## src/rtl/tf_tanh_sched.sv

```systemverilog
// tf_tanh_sched: sequences the shared tf_tanh unit across the reservoir state.
// A start pulse streams NBATCH rows of NIN accumulator words through tf_tanh.
// The 16-bit activations are written to the state RAM, and then done pulses.
//
// Ports:
//   clk, rst          rising-edge clock, synchronous active-high reset
//   start             run request, sampled only while idle
//   busy / done       run in progress / one-cycle completion pulse
//   rd_en/rd_addr     accumulator RAM read (data returns one cycle later)
//   rd_data           accumulator RAM row, NIN x WORDLEN
//   tf_ibus/tf_obus   tf_tanh input (zero when idle) / output (NIN x 16)
//   wr_en/wr_addr     state RAM write strobe and row address
//   wr_data           activations, lane i = tf_obus[16*i+15:16*i]

// Per-lane datapath. It gates a RAM word onto IBUS and captures the OBUS
// activation for the write.
module tf_tanh_sched_lane #(
    parameter int WORDLEN = 38
) (
    input  logic               clk,
    input  logic               rst,
    input  logic               ibus_en,
    input  logic [WORDLEN-1:0] rd_word,
    output logic [WORDLEN-1:0] ibus_word,
    input  logic               wr_take,
    input  logic [15:0]        obus_word,
    output logic [15:0]        wr_word
);
    always_ff @(posedge clk) begin
        if (rst) begin
            ibus_word <= '0;
            wr_word   <= '0;
        end else begin
            ibus_word <= ibus_en ? rd_word : '0;
            wr_word   <= wr_take ? obus_word : '0;
        end
    end
endmodule

module tf_tanh_sched #(
    parameter int WORDLEN = 38,
    parameter int NIN     = 4,
    parameter int NBATCH  = 16,
    parameter int TF_LAT  = 2,
    parameter int AW      = 4
) (
    input  logic                   clk,
    input  logic                   rst,
    input  logic                   start,
    output logic                   busy,
    output logic                   done,
    output logic                   rd_en,
    output logic [AW-1:0]          rd_addr,
    input  logic [WORDLEN*NIN-1:0] rd_data,
    output logic [WORDLEN*NIN-1:0] tf_ibus,
    input  logic [16*NIN-1:0]      tf_obus,
    output logic                   wr_en,
    output logic [AW-1:0]          wr_addr,
    output logic [16*NIN-1:0]      wr_data
);
    // vld_pipe[j] is high in cycle k+1+j for a read issued in cycle k.
    // [0] marks rd_data valid, [1] marks tf_ibus valid, and [STAGES] marks
    // tf_obus valid.
    localparam int STAGES = TF_LAT + 1;

    typedef enum logic [1:0] {IDLE, ISSUE, DRAIN, DONE} state_t;

    state_t                  state, state_nxt;
    logic [STAGES:0]         vld_pipe;
    logic [STAGES:0][AW-1:0] addr_pipe;
    logic                    last_rd;
    logic                    pipe_empty;

    assign last_rd    = (rd_addr == AW'(NBATCH - 1));
    assign pipe_empty = ~|vld_pipe;

    always_ff @(posedge clk) begin
        if (rst) state <= IDLE;
        else     state <= state_nxt;
    end

    always_comb begin
        state_nxt = state;
        case (state)
            IDLE:    if (start) state_nxt = ISSUE;
            ISSUE:   if (last_rd) state_nxt = DRAIN;
            // The final write is in flight when the pipe has emptied behind it.
            DRAIN:   if (wr_en && pipe_empty) state_nxt = DONE;
            DONE:    state_nxt = IDLE;
            default: state_nxt = IDLE;
        endcase
    end

    // The outputs are decoded from the next state so that they are registered
    // in step with the state.
    always_ff @(posedge clk) begin
        if (rst) begin
            busy      <= 1'b0;
            done      <= 1'b0;
            rd_en     <= 1'b0;
            rd_addr   <= '0;
            wr_en     <= 1'b0;
            wr_addr   <= '0;
            vld_pipe  <= '0;
            addr_pipe <= '0;
        end else begin
            busy      <= (state_nxt == ISSUE) || (state_nxt == DRAIN);
            done      <= (state_nxt == DONE);
            rd_en     <= (state_nxt == ISSUE);
            rd_addr   <= (state == ISSUE && !last_rd) ? rd_addr + AW'(1) : '0;
            vld_pipe  <= {vld_pipe[STAGES-1:0], rd_en};
            addr_pipe <= {addr_pipe[STAGES-1:0], rd_addr};
            wr_en     <= vld_pipe[STAGES];
            wr_addr   <= vld_pipe[STAGES] ? addr_pipe[STAGES] : '0;
        end
    end

    for (genvar i = 0; i < NIN; i++) begin : g_lane
        tf_tanh_sched_lane #(.WORDLEN(WORDLEN)) u_lane (
            .clk       (clk),
            .rst       (rst),
            .ibus_en   (vld_pipe[0]),
            .rd_word   (rd_data[WORDLEN*i +: WORDLEN]),
            .ibus_word (tf_ibus[WORDLEN*i +: WORDLEN]),
            .wr_take   (vld_pipe[STAGES]),
            .obus_word (tf_obus[16*i +: 16]),
            .wr_word   (wr_data[16*i +: 16])
        );
    end
endmodule

```

## config.mk

```make
export PLATFORM = sky130hd
export DESIGN_NAME = tf_tanh_sched
export DESIGN_NICKNAME = d
export VERILOG_FILES = /design/src/rtl/tf_tanh_sched.sv
export SDC_FILE = /design/constraint.sdc
export NUM_CORES = 1
export LEC_CHECK = 0
export ABC_AREA = 0
export BUFFER_PORTS_ARGS = -buffer_cell sky130_fd_sc_hd__buf_2
export CORE_AREA = 5 5 171 173
export CTS_BUF_LIST = sky130_fd_sc_hd__clkbuf_2
export CTS_CLUSTER_SIZE = 40
export DETAILED_ROUTE_END_ITERATION = 7
export DIE_AREA = 0 0 176 178
export PLACE_DENSITY = 0.62
export SLEW_MARGIN = 20
export SYNTH_ARGS = -nofsm -noshare
export SYNTH_HDL_FRONTEND = slang
export SYNTH_SLANG_ARGS = --single-unit
```

## constraint.sdc

```tcl
create_clock -name clk -period 2.66 [get_ports clk]
set_clock_uncertainty 0.1 [all_clocks]
set_input_delay 0.133 -clock clk [delete_from_list [all_inputs] [get_ports clk]]
set_output_delay 0.133 -clock clk [all_outputs]
set_load 0.05 [all_outputs]
```

==> impl_results.md, run 1 <==
- I/O pins: 447
- Largest area contributor in the netlist: dfxtp_1
- Most frequent cell after synthesis: dfxtp_1
- Synth Area in Compound Gates: 0.107%
- Post-Synthesis Cells: 543
- Predominant post-synthesis flop cell: dfxtp_1
- Initial Utilization: 25.5%
- Clock sinks: 250
- Top post-synthesis cells by area: dfxtp_1 (71%), and2_1 (14%), and2_4 (7.9%)
- Largest family of logic cells by synthesized area: simple AND/OR/NAND/NOR gates
- DP Area: 9550 µm²
- #FFs+latches synth: 250
- Root Driver: clkbuf_2
- Seq/Total Area, Yosys: 71.4%
- Post-CTS Setup Bufs: 0
- Dpl hpwl: 15000 µm
- Post-Synthesis Cell Area: 7010 µm²
- Async S/R FF share, synth: 0%
- Clk buf depth: 3
- Yosys cell types: 24
- Fail Step: clock tree synthesis
- Synth top area share: 71.4%
- Vert. Die Dim: 178 µm
- Dpl cells: 1312
- Multiplexer area fraction after synthesis: 0.161%
- XOR/XNOR Fraction of Synth Area: 0.250%
- Syn Nets: 764
- Rows: 61
- Adder-cell area share of the yosys netlist: 0.357%
- Global placer's final weighted congestion: 0.756
- Error message: [ERROR RSZ-0060] Max buffer count reached.
- CTS Hold Bufs: 286
- Status: aborted with a tool error
- PortBufs: 446
- Chip Width: 176 µm
- H-Tree Depth: 3
- Syn_area_per_cell: 12.9 µm²
- Commonest cells in the netlist: dfxtp_1 (250), and2_1 (157), and2_4 (63), nor2b_1 (19), clkbuf_1 (13)
- EDFF count, synth: 0
- Simple-gate share of the synthesized area: 25.2%
- Syn. warnings: 0
- Total CTS buffers: 66
- Gates resized, CTS repair: 0
[per-stage QoR]
stage	utilization [%]	setup slack, ps
global placement	34.7	1100
floorplan	-	763
detailed placement	34.7	1040
[kinds of logic after synthesis]
family                     count (synthesis)
DFF                                      250
xor gates and xnor gates                   2
adders and majority gates                  2
buffers and inverters                     27
muxes                                      1
and+or+nand+nor                          260
AOI/OAI and AO/OA                          1
==> run 2: changes to the inputs <==
Settings changed: CTS_BUF_LIST sky130_fd_sc_hd__clkbuf_2 to not set, CTS_CLUSTER_SIZE 40 to not set, PLACE_DENSITY 0.62 to not set, PLACE_DENSITY_LB_ADDON set to 0.15.
==> impl_results.md, run 2 <==
- Status: finished clean
- Commonest cells in the netlist: dfxtp_1 (250), and2_1 (157), and2_4 (63), nor2b_1 (19), clkbuf_1 (13)
- CP peak stage delay: 390 ps
- H-Tree Depth: 1
- Commonest non-fill, non-tap cell in the layout: buf_2
- Final Hold Fails: 0
- Power density over cell area: 685 nW/µm²
- Largest net degree at the start of global routing: 78
- Post-Synthesis Cells: 543
- Post-Synthesis Cell Area: 7010 µm²
- Most frequent cell after synthesis: dfxtp_1
- DR vias: 5985
- Share of cells above drive strength 1: 45.7%
- Unrepaired setup endpoints after global routing: no
- Post-CTS Setup Bufs: 0
- Critical path's slowest cell: dfxtp_1
- Max FFs per register: 152
- I/O pins: 447
- Grt ovf: 0
- CP cell instances: ha_1, nand4_1, mux2_2, ha_1, nor2_1
- Area Growth Syn to Fin: 82.4%
- Clk network pwr share: 47.2%
- Final Max Slew Viols: 0
- Clk slew on worst S/H paths: 60 ps
- Fillers: 2555
- WP buf/inv: 0
- CP Capture Type: flop
- Switch Pwr: 1.93 mW
- Crit path max fanout: 5
- Vias in the first global route: 6475
- Yosys cell types: 24
- Top post-synthesis cells by area: dfxtp_1 (71%), and2_1 (14%), and2_4 (7.9%)
- Max Cap Viol: 0
- Biggest register: g_lane.u_lane.ibus_word
- Chip Width: 176 µm
- CP Class: flop to flop
- Dpl hpwl: 16100 µm
- PortBufs: 446
- Comb pwr share: 9.1%
- First-pass GRT wire length: 35200 µm
- Data required, critical path: 2960 ps
- DP Area: 9570 µm²
- CTS Hold Bufs: 218
- Leakage: 6.45 nW
- Hold Path Class: primary input to flop
- Core area: 27500 µm²
- Total CTS buffers: 29
- #FFs+latches synth: 250
- Vert. Die Dim: 178 µm
- Tmin final: 1610 ps
- Largest regs: g_lane.u_lane.ibus_word: 152 flops, g_lane.u_lane.wr_word: 64 flops, addr_pipe: 16 flops
- CP dominant cell by count: ha_1
- Commonest non-fill, non-tap cells in the layout: buf_2 (446), dfxtp_1 (250), dlygate4sd3_1 (218), and2_1 (157), and2_4 (63)
- CP Launch Type: flop
- Worst slew pin tran: 522 ps
- Syn Nets: 764
- Sequential Power Share: 43.7%
- Hold Slack: 232 ps
- Setup TNS: 0 ps
- DR DRC count: 0
- Global Route Usage Sum: 14.0%
- Clk buf depth: 3
- Root Driver: clkbuf_16
- Vias per inst: 3.78
- Sw frac: 22.1%
- Syn. warnings: 0
- Largest area contributor in the netlist: dfxtp_1
- Global placer's final weighted congestion: 0.773
- DR pass1 iterations: 4
- EDFF count, synth: 0
- Delay-heaviest family, CP: adder cells
- Initial antenna violation count: 0
- CP Data Arrival Time: 1910 ps
- Clock sinks: 250
- Seq/Total Area, Yosys: 71.4%
- Synth top area share: 71.4%
- Predominant post-synthesis flop cell: dfxtp_1
- Async S/R FF share, synth: 0%
- Initial Utilization: 25.5%
- Wirelength per Cell: 14.6 µm
- Syn_area_per_cell: 12.9 µm²
- DIE AREA: 31300 µm²
- Final Cycle Share: 60.4%
- Rows: 61
- Max_slew headroom: 65.1%
- Upper clock frequency limit: 622 MHz
- Antenna Cells: 0
- Drt total wl: 23200 µm
- Final instance area: 12800 µm²
- Pint: 6.82 mW
- CTS tree: done
- Final net count: 1437
- Clock Latency Late Sink: 530 ps
- 1st-iter DRT viols: 117
- Peak VDD IR: 0.425 mV
- Setup violators final: 0
- Routed Antenna Nets: 0
- Gates resized, CTS repair: 0
[run 2: worst paths after layout]
check | cells after the start | from | slack (ps) | end
min reg2reg | 1 | addr_pipe[1] | 330 | addr_pipe[5]
max reg2reg | 5 | rd_addr[0] | 1050 | busy
min | 3 | tf_obus[38] | 230 | g_lane[2].u_lane.wr_word[6]
max | 5 | rd_addr[0] | 1050 | busy
[run 2: area by class of cell]
cell class / count / area, µm² / share of cell area, %
flip-flops and latches: 250 / 5000 / 39.2
inverters: 1 / 3.75 / 0.0294
multi-input cells: 266 / 1840 / 14.4
clock inverters: 10 / 136 / 1.07
clock buffers: 44 / 892 / 6.98
well taps: 346 / 433 / 3.39
repair buffers: 668 / 4470 / 35.0
[run 2: kinds of logic (layout without fill, tap and decap cells)]
family                   after synthesis  in the layout  synth area share (%)
AND/OR/NAND/NOR                      260            260                  25.2
flip-flops                           250            250                  71.4
buffers and inverters                 27            723                  2.48
adder cells (fa/ha/maj)                2              2                 0.357
XOR/XNOR                               2              2                 0.250
AO/OA/AOI/OAI                          1              1                 0.107
multiplexers                           1              1                 0.161
[run 2: power groups by stage]
stage | clock network (mW) | logic (mW) | registers (mW)
2_1_floorplan | 0 | 0.0918 | 4.12
3_3_place_gp | 0 | 0.535 | 3.91
3_5_place_dp | 0 | 0.534 | 3.91
4_1_cts | 4.27 | 0.799 | 3.83
5_1_grt | 4.46 | 0.849 | 3.83
6_report | 4.13 | 0.794 | 3.83
[run 2: stage by stage]
stage	setup WS (ps)	total power, mW	std cells	util, %
5_1_grt	949	9.14	1585	46.5
3_5_place_dp	1060	4.44	1313	34.8
3_3_place_gp	1090	4.44	1313	34.8
4_1_cts	1040	8.90	1585	46.5
6_report	1050	8.75	1585	46.5
2_1_floorplan	763	4.21	543	-
[run 2: per-layer routing]
layer,GRT usage [%],vias to the layer above,routed length (µm)
li1,-,3000,-
met3,4.81,37,2150
met5,0,-,0
met4,4.42,0,557
met1,15.1,2681,8400
met2,25.7,267,12100
[run 2: worst min-delay path: cells and delay by family]
kind / cells / cell delay (ps)
buffers and inverters: 2 / 600
AND/OR/NAND/NOR: 1 / 100
Note: power is estimated with default switching activity, not from simulation.
==> run 3: changes to the inputs <==
Clock period 2.66 ns to 1.6 ns, I/O delays scaled along.
==> impl_results.md, run 3 (synthesis gave the netlist of run 2 again) <==
- Fillers: 2506
- DR pass1 iterations: 4
- Unrepaired setup endpoints after global routing: no
- Largest net degree at the start of global routing: 78
- Antenna Cells: 0
- Vias per inst: 3.80
- Gr busiest metal: met2
- Power density over cell area: 1100 nW/µm²
- Grt met2 use: 25.6%
- Root Driver: clkbuf_16
- Global Route Usage Sum: 14.1%
- Final instance area: 12900 µm²
- Sequential Power Share: 44.8%
- Clk network pwr share: 45.8%
- Final Max Slew Viols: 0
- Total CTS buffers: 29
- Dpl hpwl: 15800 µm
- Setup violators final: 0
- DIE AREA: 31300 µm²
- Rows: 61
- Grt ovf: 0
- Pint: 11.0 mW
- Crit path max fanout: 5
- Switch Pwr: 3.18 mW
- CP Capture Type: flop
- Sw frac: 22.4%
- Clock sinks: 250
- Vert. Die Dim: 178 µm
- Peak VDD IR: 0.669 mV
- Global placer's final weighted congestion: 0.755
- Tmin final: 1470 ps
- Share of cells above drive strength 1: 45.6%
- Leakage: 6.50 nW
- CTS tree: done
- Hold Path Class: primary input to flop
- Status: finished clean
- Max_slew headroom: 74.5%
- Wirelength per Cell: 14.5 µm
- DR DRC count: 0
- First-pass GRT wire length: 35500 µm
- H-Tree Depth: 1
- CP Class: flop to flop
- Drt total wl: 23100 µm
- Biggest register: g_lane.u_lane.ibus_word
- Initial Utilization: 25.5%
- Max FFs per register: 152
- Largest regs: g_lane.u_lane.ibus_word: 152 flops, g_lane.u_lane.wr_word: 64 flops, addr_pipe: 16 flops
- Commonest non-fill, non-tap cells in the layout: buf_2 (446), dfxtp_1 (246), dlygate4sd3_1 (226), and2_1 (157), and2_4 (63)
- Chip Width: 176 µm
- Core area: 27500 µm²
- Clock Latency Late Sink: 540 ps
- Routing usage on met1: 15.4%
- Clk buf depth: 3
- I/O pins: 447
- Vias in the first global route: 6610
- Comb pwr share: 9.3%
- Core Util, Final: 46.9%
- Final Hold Fails: 0
- DP Area: 9620 µm²
- PortBufs: 446
- Data required, critical path: 1920 ps
- Routed Antenna Nets: 0
- Max Cap Viol: 0
- Initial antenna violation count: 0
- Area Growth Syn to Fin: 83.8%
- CP Launch Type: flop
- Commonest non-fill, non-tap cell in the layout: buf_2
- Clk slew on worst S/H paths: 60 ps
- Upper clock frequency limit: 682 MHz
- Worst slew pin tran: 383 ps
- CP Data Arrival Time: 1780 ps
- Met3 layer usage reported by global route: 4.79%
- DR vias: 6056
- Final Cycle Share: 91.6%
- Final net count: 1449
- Setup TNS: 0 ps
- 1st-iter DRT viols: 146
## run 3: cell types whose count changed in the layout (fill, tap and decap cells not counted), moves of 2 or more
cell,before,now
buf_12,2,4
buf_4,2,4
clkbuf_1,4,8
clkbuf_8,11,7
clkinv_2,4,2
dfxtp_1,250,246
dfxtp_2,0,2
dfxtp_4,0,2
dlygate4sd3_1,218,226
## run 3: final cells by class
type | count | area, µm² | share of cell area, %
Clock inverter | 7 | 106 | 0.826
Multi-Input combinational cell | 266 | 1860 | 14.5
Clock buffer | 44 | 852 | 6.62
Inverter | 1 | 3.75 | 0.0292
Timing Repair Buffer | 680 | 4600 | 35.8
Tap cell | 346 | 433 | 3.36
Sequential cell | 250 | 5010 | 38.9
## run 3: power groups by stage
stage               logic (mW)  clock network (mW)  registers (mW)
CTS                       1.33                6.75            6.36
finish                    1.32                6.50            6.36
global route              1.42                7.02            6.37
detailed placement       0.888                   0            6.49
global placement         0.888                   0            6.49
floorplan                0.153                   0            6.85
## run 3: routing by layer
layer	up-vias	part of all wire [%]
li1	3020	-
met2	282	50
met4	0	3.0
met1	2708	37
met5	-	0
met3	46	9.4
## run 3: worst paths after layout
check,from,endpoint,slack [ps],cells past startpoint
worst max-delay path,rd_addr[0],rd_en,130,5
worst min-delay path,tf_obus[52],g_lane[3].u_lane.wr_word[4],170,3
worst max register to register,rd_addr[0],rd_en,130,5
worst min register to register,addr_pipe[2],addr_pipe[6],330,1
## run 3: repair_timing
| action | 4_1_cts | 5_1_grt |
|---|---|---|
| hold endpoints to repair | 238 | 0 |
| setup endpoints to repair | 0 | 10 |
| hold buffers | 226 | 0 |
| setup buffers | 0 | 2 |
| gates resized for setup | 0 | 4 |
## run 3: worst max-delay path, cell delays in order (launching register included)
cell     delay [ps]
dfxtp_4         370
ha_4            150
nand4_1         110
mux2_4          300
ha_1            190
nor2b_1         130
## run 3: per-stage QoR
stage / setup slack, ps / std cells / power (mW) / hold slack [ps]
2_1_floorplan: 11.4 / 543 / 7.00 / 51.6
3_3_place_gp: 88.8 / 1315 / 7.38 / 179
3_5_place_dp: 71.1 / 1315 / 7.38 / 181
4_1_cts: 42.7 / 1592 / 14.4 / 127
5_1_grt: 18.0 / 1594 / 14.8 / 143
6_report: 135 / 1594 / 14.2 / 167
